[src/rtl/hex_display_ctrl.sv]
// hex_display_ctrl
//   Registered driver for a bank of seven-segment hex displays. It takes a
//   packed hex word through a valid/ready handshake and holds it in shadow
//   registers. Each nibble is decoded to active-low segments, with optional
//   leading-zero blanking and per-digit blinking.
//
// Parameters
//   NUM_DIGITS : number of displays / nibbles (1..16)
//   BLINK_DIV  : clock cycles per blink half-period (>= 2)
//
// Ports
//   clock      in   system clock, rising edge
//   reset      in   asynchronous active-high reset
//   data_in    in   hex word, nibble i drives digit i (digit 0 = LSB)
//   blank_lz   in   leading-zero blanking request, captured with data_in
//   blink_mask in   per-digit blink enables, captured with data_in
//   load_valid in   upstream offers data_in/blank_lz/blink_mask
//   load_ready out  block accepts a load this cycle
//   seg_out    out  digit i segments at [7i+6:7i], bit0=a..bit6=g, 0 = lit
//   state_dbg  out  current FSM state (INIT=0, IDLE=1, COMMIT=2)
//
// Handshake: a load is accepted at a rising edge where load_valid and
//   load_ready are both 1. Upstream must hold load_valid and the payload
//   stable until that edge. load_valid while load_ready=0 is ignored.
//
// Build option: define HEX_DISP_BLINK_EN to build the blink counter, the
//   blink phase and the mask register. Without it, blink_mask is ignored and
//   every digit stays visible.
module hex_display_ctrl #(
  parameter int NUM_DIGITS = 8,
  parameter int BLINK_DIV  = 25_000_000
) (
  input  logic                    clock,
  input  logic                    reset,
  input  logic [4*NUM_DIGITS-1:0] data_in,
  input  logic                    blank_lz,
  input  logic [NUM_DIGITS-1:0]   blink_mask,
  input  logic                    load_valid,
  output logic                    load_ready,
  output logic [7*NUM_DIGITS-1:0] seg_out,
  output logic [1:0]              state_dbg
);

  typedef enum logic [1:0] {
    S_INIT   = 2'd0,
    S_IDLE   = 2'd1,
    S_COMMIT = 2'd2
  } state_t;

  state_t                  state_q;
  logic                    ready_q;
  logic [4*NUM_DIGITS-1:0] data_q;
  logic                    lz_q;
  logic [7*NUM_DIGITS-1:0] seg_q;
  logic [7*NUM_DIGITS-1:0] seg_d;
  logic [NUM_DIGITS-1:0]   blank_mask;
  logic                    accept;

  // ready_q is only ever 1 in IDLE, so this is also the IDLE-accept condition
  assign accept = load_valid & ready_q;

  // Control FSM with registered ready and the shadow word/lz registers
  always_ff @(posedge clock or posedge reset) begin
    if (reset) begin
      state_q <= S_INIT;
      ready_q <= 1'b0;
      data_q  <= '0;
      lz_q    <= 1'b0;
    end else begin
      case (state_q)
        S_INIT: begin
          state_q <= S_IDLE;
          ready_q <= 1'b1;
        end
        S_IDLE: begin
          if (accept) begin
            state_q <= S_COMMIT;
            ready_q <= 1'b0;
            data_q  <= data_in;
            lz_q    <= blank_lz;
          end
        end
        S_COMMIT: begin
          state_q <= S_IDLE;
          ready_q <= 1'b1;
        end
        default: begin
          state_q <= S_INIT;
          ready_q <= 1'b0;
        end
      endcase
    end
  end

`ifdef HEX_DISP_BLINK_EN
  localparam int CW = $clog2(BLINK_DIV);
  localparam logic [CW-1:0] CNT_MAX = CW'(BLINK_DIV - 1);

  logic [CW-1:0]         cnt_q;
  logic                  phase_q;
  logic [NUM_DIGITS-1:0] mask_q;

  always_ff @(posedge clock or posedge reset) begin
    if (reset) begin
      cnt_q   <= '0;
      phase_q <= 1'b0;
      mask_q  <= '0;
    end else begin
      if (accept) begin
        mask_q <= blink_mask;
      end
      if (state_q == S_COMMIT) begin
        cnt_q   <= '0;
        phase_q <= 1'b0;
      end else if (cnt_q == CNT_MAX) begin
        cnt_q   <= '0;
        phase_q <= ~phase_q;
      end else begin
        cnt_q <= cnt_q + 1'b1;
      end
    end
  end

  // During COMMIT the phase is treated as visible so that the decode computed
  // on that edge shows new data even if the old phase was in its blank half.
  assign blank_mask = mask_q & {NUM_DIGITS{phase_q && (state_q != S_COMMIT)}};
`else
  // Blinking not built: the mask input has no effect
  assign blank_mask = blink_mask & {NUM_DIGITS{1'b0}};
`endif

  function automatic logic [6:0] hex7(input logic [3:0] n);
    logic [6:0] s;
    case (n)
      4'h0: s = 7'h40;
      4'h1: s = 7'h79;
      4'h2: s = 7'h24;
      4'h3: s = 7'h30;
      4'h4: s = 7'h19;
      4'h5: s = 7'h12;
      4'h6: s = 7'h02;
      4'h7: s = 7'h78;
      4'h8: s = 7'h00;
      4'h9: s = 7'h10;
      4'hA: s = 7'h08;
      4'hB: s = 7'h03;
      4'hC: s = 7'h46;
      4'hD: s = 7'h21;
      4'hE: s = 7'h06;
      default: s = 7'h0E;
    endcase
    return s;
  endfunction

  // Walk from the most significant digit down; zero_run stays 1 while every
  // nibble seen so far (including the current one) is zero.
  always_comb begin
    logic zero_run;
    seg_d    = '0;
    zero_run = 1'b1;
    for (int i = NUM_DIGITS - 1; i >= 0; i--) begin
      zero_run = zero_run & (data_q[4*i +: 4] == 4'h0);
      if ((lz_q && zero_run && (i != 0)) || blank_mask[i]) begin
        seg_d[7*i +: 7] = 7'h7F;
      end else begin
        seg_d[7*i +: 7] = hex7(data_q[4*i +: 4]);
      end
    end
  end

  always_ff @(posedge clock or posedge reset) begin
    if (reset) begin
      seg_q <= {NUM_DIGITS{7'h7F}};
    end else begin
      seg_q <= seg_d;
    end
  end

  assign seg_out    = seg_q;
  assign load_ready = ready_q;
  assign state_dbg  = state_q;

endmodule

[config.mk]
export PLATFORM = sky130hd
export DESIGN_NAME = hex_display_ctrl
export DESIGN_NICKNAME = d
export VERILOG_FILES = /design/src/rtl/hex_display_ctrl.sv
export SDC_FILE = /design/constraint.sdc
export NUM_CORES = 1
export LEC_CHECK = 0
export CAP_MARGIN = 20
export CORE_MARGIN = 3
export CORE_UTILIZATION = 35
export DETAILED_ROUTE_END_ITERATION = 12
export GPL_TIMING_DRIVEN = 0
export PLACE_DENSITY = 0.6
export SYNTH_ARGS = -nofsm -noshare
export SYNTH_HDL_FRONTEND = slang
export SYNTH_SLANG_ARGS = --single-unit
[constraint.sdc]
create_clock -name clock -period 3.6 [get_ports clock]
set_clock_uncertainty 0.1 [all_clocks]
set_input_delay 1.08 -clock clock [delete_from_list [all_inputs] [get_ports clock]]
set_output_delay 1.08 -clock clock [all_outputs]
set_load 0.005 [all_outputs]
==> impl_metrics.py <==
metrics = {
    "logic_synthesis": {
        "synth_top_family_by_area": "simple AND/OR/NAND/NOR gates",
        "synthArstFlopShare_pct": 100,
        "synth_compound_area_share_pct": 16.0,
        "syn_avg_cell_area_um2": 9.73,
        "netlist_instances": 504,
        "synthAdderAreaFrac_pct": 10.7,
        "yosys.area_share.simple_pct": 16.7,
        "synth-main-ff-cell": "dfstp_2",
        "ys_seq_area_share_pct": 47.9,
        "synth.ff_latch_count": 91,
        "syn_area_um2": 4900,
        "synth-edff-count": 0,
        "syn_nets": 590,
        "synth_xor_area_share_pct": 0,
        "synth_mux_area_share_pct": 4.11,
        "ys_warn_count": 0,
        "ys_types": 52,
    },
    "critical_path": {
        "crit_fanout": 4,
        "startpoint_type": "register",
        "cp.buffers_inverters": 2,
        "critPathRequiredTime_ns": 2.42,
        "cp_top_family": "buffers and inverters",
        "endpoint_kind": "output port",
        "max_stage_delay_ns": 0.48,
        "worstPathCellList": "buf_4, clkdlybuf4s50_1",
        "worstSetupPathType": "register to output port",
        "crit_slowest_cell": "clkdlybuf4s50_1",
        "cp.arrival_ns": 1.38,
    },
    "timing": {
        "fin_crit_ns": 2.56,
        "hold_viol_final": 0,
        "setup_violations": 0,
        "tightest_slew_ns": 0.555,
        "relSlewSlack_pct": 63.0,
        "finalCritPeriodShare_pct": 71.2,
        "drv_slew": 0,
        "fmax_mhz": 390,
        "rsz0062_at_grt": "no",
    },
    "finish": {
        "antenna_cells": 0,
        "drive_above_1_share_pct": 14.1,
        "mostFrequentLayoutCell": "nand2_1",
        "final_cell_mix": "109 x nand2_1, 94 x clkdlybuf4s50_1, 56 x dfstp_2, 42 x ha_1, 39 x o21ai_0",
        "fin_area_um2": 6370,
        "syn_to_final_growth_pct": 29.9,
        "nets": 696,
    },
    "cts": {
        "numClockSinks": 91,
        "cts_resized": 0,
        "clock-root-buffer": "clkbuf_16",
        "cts.htree.levels": 3,
        "numCtsBuffers": 9,
        "cts_buffer_depth": 2,
        "cts_tree": "built",
        "cts_hold_buf": 0,
        "worstSkewPairLatency_ns": 0.35,
        "post_cts_buffers": 0,
        "clkTransAtPathRegs_ns": 0.06,
    },
    "placed_design": {
        "place.gp.congestion": 0.869,
        "port_buffers": 94,
        "dp_hpwl_um": 8550,
        "place_area_um2": 6090,
    },
    "drt": {
        "wire_per_inst_um": 14.6,
        "avgViaCountPerCell": 4.94,
        "ant_nets": 0,
        "wl_um": 11600,
        "dr.first_iter.drc_count": 245,
        "vias": 3904,
        "drt_first_pass_iters": 4,
        "drc": 0,
    },
    "floorplanning": {
        "num_rows": 42,
        "die-area_um2": 15500,
        "initial_utilization_pct": 36.4,
        "dieHeight_um": 124,
        "ioPinCount": 103,
        "core_um2": 13500,
        "dieWidth_um": 124,
    },
    "global_routing": {
        "grt_pass1_wl_um": 19300,
        "grt_pass1_vias": 3887,
        "antenna_found_initial": 0,
        "grt_max_degree": 69,
        "overflow": 0,
        "grt_usage_pct": 15.2,
    },
    "power_and_ir_drop": {
        "ir_worst_vdd_mv": 0.254,
        "power.leakage_nw": 2.69,
        "power_density_nw_per_um2": 723,
        "power_mw": 4.60,
    },
    "run_status": {
        "status": "completed",
    },
    "run": {
        "maxCapViolations": 0,
    },
    "min_path": {
        "hp-class": "register to register",
    },
}
[path summary, 6_finish.rpt]
path / depth (start not counted) / startpoint / slack [ns] / endpoint
max: 2 / load_ready / 1.04 / state_dbg[0]
min: 1 / state_dbg[1] / 0.40 / load_ready
max reg2reg: 7 / data_q[20] / 1.29 / seg_out[11]
min reg2reg: 1 / state_dbg[1] / 0.40 / load_ready
max in group asynchronous: 3 / reset / 1.75 / seg_out[52]
min in group asynchronous: 2 / reset / 0.97 / data_q[3]
[power by group]
part           internal, mW  switching [mW]
registers              1.60           0.215
logic                  1.03           0.882
clock network         0.507           0.373
[layout make-up]
| type | instances | area, um^2 |
|---|---|---|
| Timing Repair Buffer | 95 | 968 |
| Sequential cell | 91 | 2350 |
| Buffer | 29 | 123 |
| Inverter | 28 | 108 |
| Tap cell | 176 | 220 |
| Multi-Input combinational cell | 356 | 2330 |
| Clock buffer | 15 | 268 |
| Fill cell | 1272 | 7080 |
| Clock inverter | 1 | 7.51 |
[flip-flops by register name, summed over array words and instances, names as in the netlist]
| signal | cells |
|---|---|
| state_dbg | 1 |
| seg_out | 56 |
| data_q | 32 |
| load_ready | 1 |
| lz_q | 1 |
[layer usage]
layer | GRT usage [%] | routed length [um] | vias to the layer above
met5 | 0 | 0 | -
met4 | 6.00 | 225 | 0
met3 | 2.70 | 490 | 13
met2 | 25.0 | 5510 | 87
met1 | 19.8 | 5340 | 1869
li1 | - | - | 1935
[cell families after synthesis]
family | count (synthesis)
and+or+nand+nor | 180
AOI/OAI and AO/OA | 118
DFF | 91
buffers and inverters | 57
adders and majority gates | 42
muxes | 16
[cells in the mapped netlist, types with 3 or more instances]
library cell	instances	area share, %
mux4_2	3	1.4
nand3b_1	3	0.46
nor2b_1	6	0.77
o311ai_0	5	0.89
nor3_1	4	0.41
a21oi_1	15	1.5
or2_2	3	0.38
dfstp_2	56	30
o31a_1	3	0.54
o211ai_1	19	2.9
o21a_1	6	0.92
clkbuf_1	24	1.8
mux2_2	3	0.69
ha_1	42	11
mux2i_1	10	2.0
dfrtp_1	35	18
a32oi_1	3	0.54
inv_1	27	2.1
a22o_1	7	1.3
o21ai_0	39	4.0
nor3b_1	4	0.61
nor2_1	21	1.6
nand3_1	10	1.0
a21o_1	4	0.61
nand2_1	109	8.3
nand2b_1	11	1.4
[metrics by stage]
stage | hold slack, ns | setup TNS (ns) | instances | utilization, % | worst slack, ns
after floorplan | 0.372 | 0 | 504 | - | 0.149
after global placement | 0.375 | -68.10 | 774 | 45.1 | -1.30
after detailed placement | 0.381 | 0 | 775 | 45.3 | 0.709
after CTS | 0.398 | 0 | 791 | 47.3 | 1.01
after global routing | 0.414 | 0 | 791 | 47.3 | 0.903
final | 0.405 | 0 | 791 | 47.3 | 1.04
[worst reg2reg max path: cells and delay by family, from the launching register on]
family,cells,cell delay (ns)
AO/OA/AOI/OAI,1,0.31
AND/OR/NAND/NOR,3,0.72
adder cells (fa/ha/maj),1,0.25
flip-flops,1,0.44
buffers and inverters,2,0.41
Power figures use the tool's default switching activity.
==> RTL change 1: new RTL, same flow settings <==
Change the parameter `NUM_DIGITS` from 8 to 4.
--- a/src/rtl/hex_display_ctrl.sv
+++ b/src/rtl/hex_display_ctrl.sv
@@ -29,3 +29,3 @@
 module hex_display_ctrl #(
-  parameter int NUM_DIGITS = 8,
+  parameter int NUM_DIGITS = 4,
   parameter int BLINK_DIV  = 25_000_000
Interface: changed (resized blink_mask, data_in and seg_out); port bits go from 103 to 55. The function was not compared with the original's and may differ.
==> RTL change 1 against the original RTL <==
  * Die area down 46%
  * Synthesized area decreased by 48%
  * Non-clock buffer count is 61 lower
  * Routed wire length fell by 57%
  * Sequential cell count fell by 44
  * Total power decreased by 47%
  * Final area fell by 47%
  * Setup slack improved by 0.029 ns
  * Synthesized cell count down 56%
  * Combinational power down 46%
  * Count of clock-buffer cells in the layout down 10
  * Critical path depth unchanged
  * Critical path type unchanged
  * Critical endpoint unchanged
  * Largest power group unchanged
==> RTL change 1: results (changes against the original RTL) <==
status: "complete, no violations"  # unchanged
syn_area_per_cell_um2: 11.7  # was 9.73 µm²
cts.clk_slew.worst_paths_ns: 0.09  # was 0.06 ns
grt_pass1_wl_um: 8570  # was 19300 µm
area_delta_synth_final_pct: 30.2  # was 29.9%
worstPathArrival_ns: 1.35  # was 1.38 ns
n_fill_cell: 642  # was 1272
peakVddDrop_mv: 0.203  # was 0.254 mV
design.seq.count: 47  # was 91
finalNonFillerCells: 375  # was 791
p_sw_uw: 733  # was 1.47 mW
power_mw: 2.44  # was 4.60 mW
combPwrFrac_pct: 42.3  # was 41.5%
drive_gt1_share_pct: 24.4  # was 14.1%
yosysSeqAreaShare_pct: 47.1  # was 47.9%
synthTopCellsByCount: "28 x dfstp_2, 24 x ha_1, 19 x dfrtp_1"  # was 109 x nand2_1, 56 x dfstp_2, 42 x ha_1
placedCellCount: 367  # was 775
grt_pass1_vias: 1802  # was 3887
buffer_area_share_pct: 17.8  # was 17.1%
cts_root_buf: "clkbuf_8"  # was clkbuf_16
grt_usage_pct: 12.5  # was 15.2%
clock_buffer_count: 5  # was 15
worst_r2r_path_depth: 5  # was 7
dieArea_um2: 8410  # was 15500 µm²
worstMarginPinSlew_ns: 0.492  # was 0.555 ns
clockNetworkPower_uw: 458  # was 880 µW
cts.htree.levels: 2  # was 3
largest_reg_flops: 28  # was 56
vias_per_cell: 4.66  # was 4.94
place_area_um2: 3210  # was 6090 µm²
rrSetupSlack_ns: 1.79  # was 1.29 ns
seq-cell-share_pct: 36.2  # was 36.9%
r2r-end: "seg_out[24]$_DFF_PP1_"  # was seg_out[11]$_DFF_PP1_
final.setup.worst_slack_ns: 1.07  # was 1.04 ns
drtIter0Drc: 42  # was 245
## RTL change 1: cell types whose count changed after synthesis, sizes merged, moves of 15 or more
cell,unedited run,this run
clkbuf,24,2
dfrtp,35,19
dfstp,56,28
ha,42,24
mux2,3,22
nand2,109,16
o211ai,19,4
o21ai,40,12
## RTL change 1: cell families after synthesis
logic type	Yosys count	share of synthesized area, %
buffers and inverters	28	5.25
AOI/OAI and AO/OA	44	11.7
adders and majority gates	24	11.7
and+or+nand+nor	43	9.00
muxes	34	15.3
DFF	47	47.1
## RTL change 1: layer usage
metal | GRT usage (%) | vias to the layer above | wire length, µm
met5 | 0 | - | 0
met3 | 2.46 | 7 | 194
li1 | - | 884 | -
met2 | 22.2 | 36 | 2480
met4 | 5.32 | 0 | 97
met1 | 14.8 | 821 | 2150
## RTL change 1: worst min-delay path by stage
stage / startpoint / endpoint / slack (ns) / depth (start not counted)
after global routing: state_dbg[1]$_DFFE_PP0P_ / load_ready$_DFFE_PP0P_ / 0.44 / 1
final: state_dbg[1]$_DFFE_PP0P_ / load_ready$_DFFE_PP0P_ / 0.41 / 1
after detailed placement: state_dbg[1]$_DFFE_PP0P_ / load_ready$_DFFE_PP0P_ / 0.38 / 1
after floorplan: state_dbg[1]$_DFFE_PP0P_ / load_ready$_DFFE_PP0P_ / 0.38 / 1
after CTS: state_dbg[1]$_DFFE_PP0P_ / load_ready$_DFFE_PP0P_ / 0.41 / 1
after global placement: state_dbg[1]$_DFFE_PP0P_ / load_ready$_DFFE_PP0P_ / 0.39 / 1
## RTL change 1: worst max-delay path, stage by stage (launching register included)
cell,delay (ns)
dfrtp_1,0.43
buf_4,0.13
clkdlybuf4s50_1,0.49
==> RTL change 2: new RTL, same settings <==
Without the edit above. Remove the register `seg_q`: a continuous assignment takes its place, so the output `seg_out` follows one clock earlier.
--- a/src/rtl/hex_display_ctrl.sv
+++ b/src/rtl/hex_display_ctrl.sv
@@ -170,9 +170,3 @@
 
-  always_ff @(posedge clock or posedge reset) begin
-    if (reset) begin
-      seg_q <= {NUM_DIGITS{7'h7F}};
-    end else begin
-      seg_q <= seg_d;
-    end
-  end
+  assign seg_q = seg_d;
 
Check against the original RTL: not equivalent (Yosys sat finds a counterexample within 4 cycles, from zero or initial values and one cycle with reset high).
==> RTL change 2 against the original RTL <==
  * Synthesized area down 29%
  * Total power down 37%
  * Critical endpoint is now seg_out[9]
  * Routed wire length is 14% lower
  * Register-to-register slack improved by 0.61 ns
  * Sequential cell count shrank 56
  * Setup slack lost 0.97 ns
  * Clock power fell by 69%
  * Final area shrank 22%
  * Combinational power increased by 5%
  * Synthesized cell count is 13% lower
  * Utilization is 4.9 points higher
  * Non-clock buffer count is 21 higher
  * First-iteration DRC count shrank 51%
==> RTL change 2: results (changes against the original RTL) <==
status: "complete, no violations"  # unchanged
seq_power_share_pct: 21.2  # was 39.4%
yosysSeqAreaShare_pct: 25.2  # was 47.9%
place_ws_ns: -0.393  # was 0.709 ns
drtIter0Drc: 119  # was 245
yosys.area_share.adder_pct: 15.1  # was 10.7%
switching_share_pct: 41.9  # was 32.0%
synth_cells: 441  # was 504
cts_root_buf: "clkbuf_8"  # was clkbuf_16
wl_met1_um: 4550  # was 5340 µm
syn-num-nets: 527  # was 590
placedCellCount: 664  # was 775
largest_reg_flops: 32  # was 56
combPwrFrac_pct: 69.4  # was 41.5%
synth_area_leaders: "dfrtp_1 25%, ha_1 15%, nand2_1 11%"  # was dfstp_2 30%, dfrtp_1 18%, ha_1 11%
worst_r2r_path_depth: 4  # was 7
finalNetCount: 650  # was 696
p_leak_nw: 2.27  # was 2.69 nW
rrSetupSlack_ns: 1.90  # was 1.29 ns
critPathTopFamily: "simple AND/OR/NAND/NOR gates"  # was buffers and inverters
peakVddDrop_mv: 0.257  # was 0.254 mV
cts_made_buffers: 5  # was 9
slew_headroom_pct: 48.1  # was 63.0%
grt_max_degree: 36  # was 69
wl_met2_um: 4660  # was 5510 µm
whs_ns: 0.393  # was 0.405 ns
p_int_mw: 1.67  # was 3.13 mW
ys.flop_type: "dfrtp_1"  # was dfstp_2
synthMuxAreaShare_pct: 6.38  # was 4.11%
use_met1_pct: 23.2  # was 19.8%
vias_per_cell: 5.07  # was 4.94
cpPeakStageDelay_ns: 0.43  # was 0.48 ns
dpl.hpwl_um: 7220  # was 8550 µm
grt_usage_pct: 17.9  # was 15.2%
cts_setup_buffers: 22  # was 0
place_area_um2: 4580  # was 6090 µm²
gr-usage-met2_pct: 30.4  # was 25.0%
wl_um: 9910  # was 11600 µm
grt_pass1_wl_um: 16600  # was 19300 µm
use_met3_pct: 3.80  # was 2.70%
clk_latency_ns: 0.29  # was 0.35 ns
cts.htree.levels: 2  # was 3
wl_met3_um: 579  # was 490 µm
worstPathArrival_ns: 2.35  # was 1.38 ns
dr.pass1.iters: 6  # was 4
worst_path_max_delay_cell: "dfrtp_2"  # was clkdlybuf4s50_1
drive_gt1_share_pct: 14.6  # was 14.1%
## RTL change 2: layout make-up
type                            count  area (µm²)
Clock buffer                        6        72.6
Inverter                           31         119
Sequential cell                    35         880
Multi-Input combinational cell    346        2480
Fill cell                         941        4520
Timing Repair Buffer              117        1090
Buffer                             28         134
Tap cell                          129         161
## RTL change 2: worst max-delay path by stage
stage	startpoint	to	cells past startpoint
2_1_floorplan	data_q[12]$_DFFE_PP0P_	seg_out[8]	6
3_3_place_gp	data_q[24]$_DFFE_PP0P_	seg_out[32]	8
3_5_place_dp	data_q[24]$_DFFE_PP0P_	seg_out[32]	8
4_1_cts	data_q[29]$_DFFE_PP0P_	seg_out[45]	8
5_1_grt	data_q[12]$_DFFE_PP0P_	seg_out[9]	9
6_report	data_q[12]$_DFFE_PP0P_	seg_out[9]	9
## RTL change 2: kinds of logic after synthesis
group	after synthesis
simple gates	165
flops	35
compound gates	122
fa+ha+maj	42
mux	17
buf+inv	60
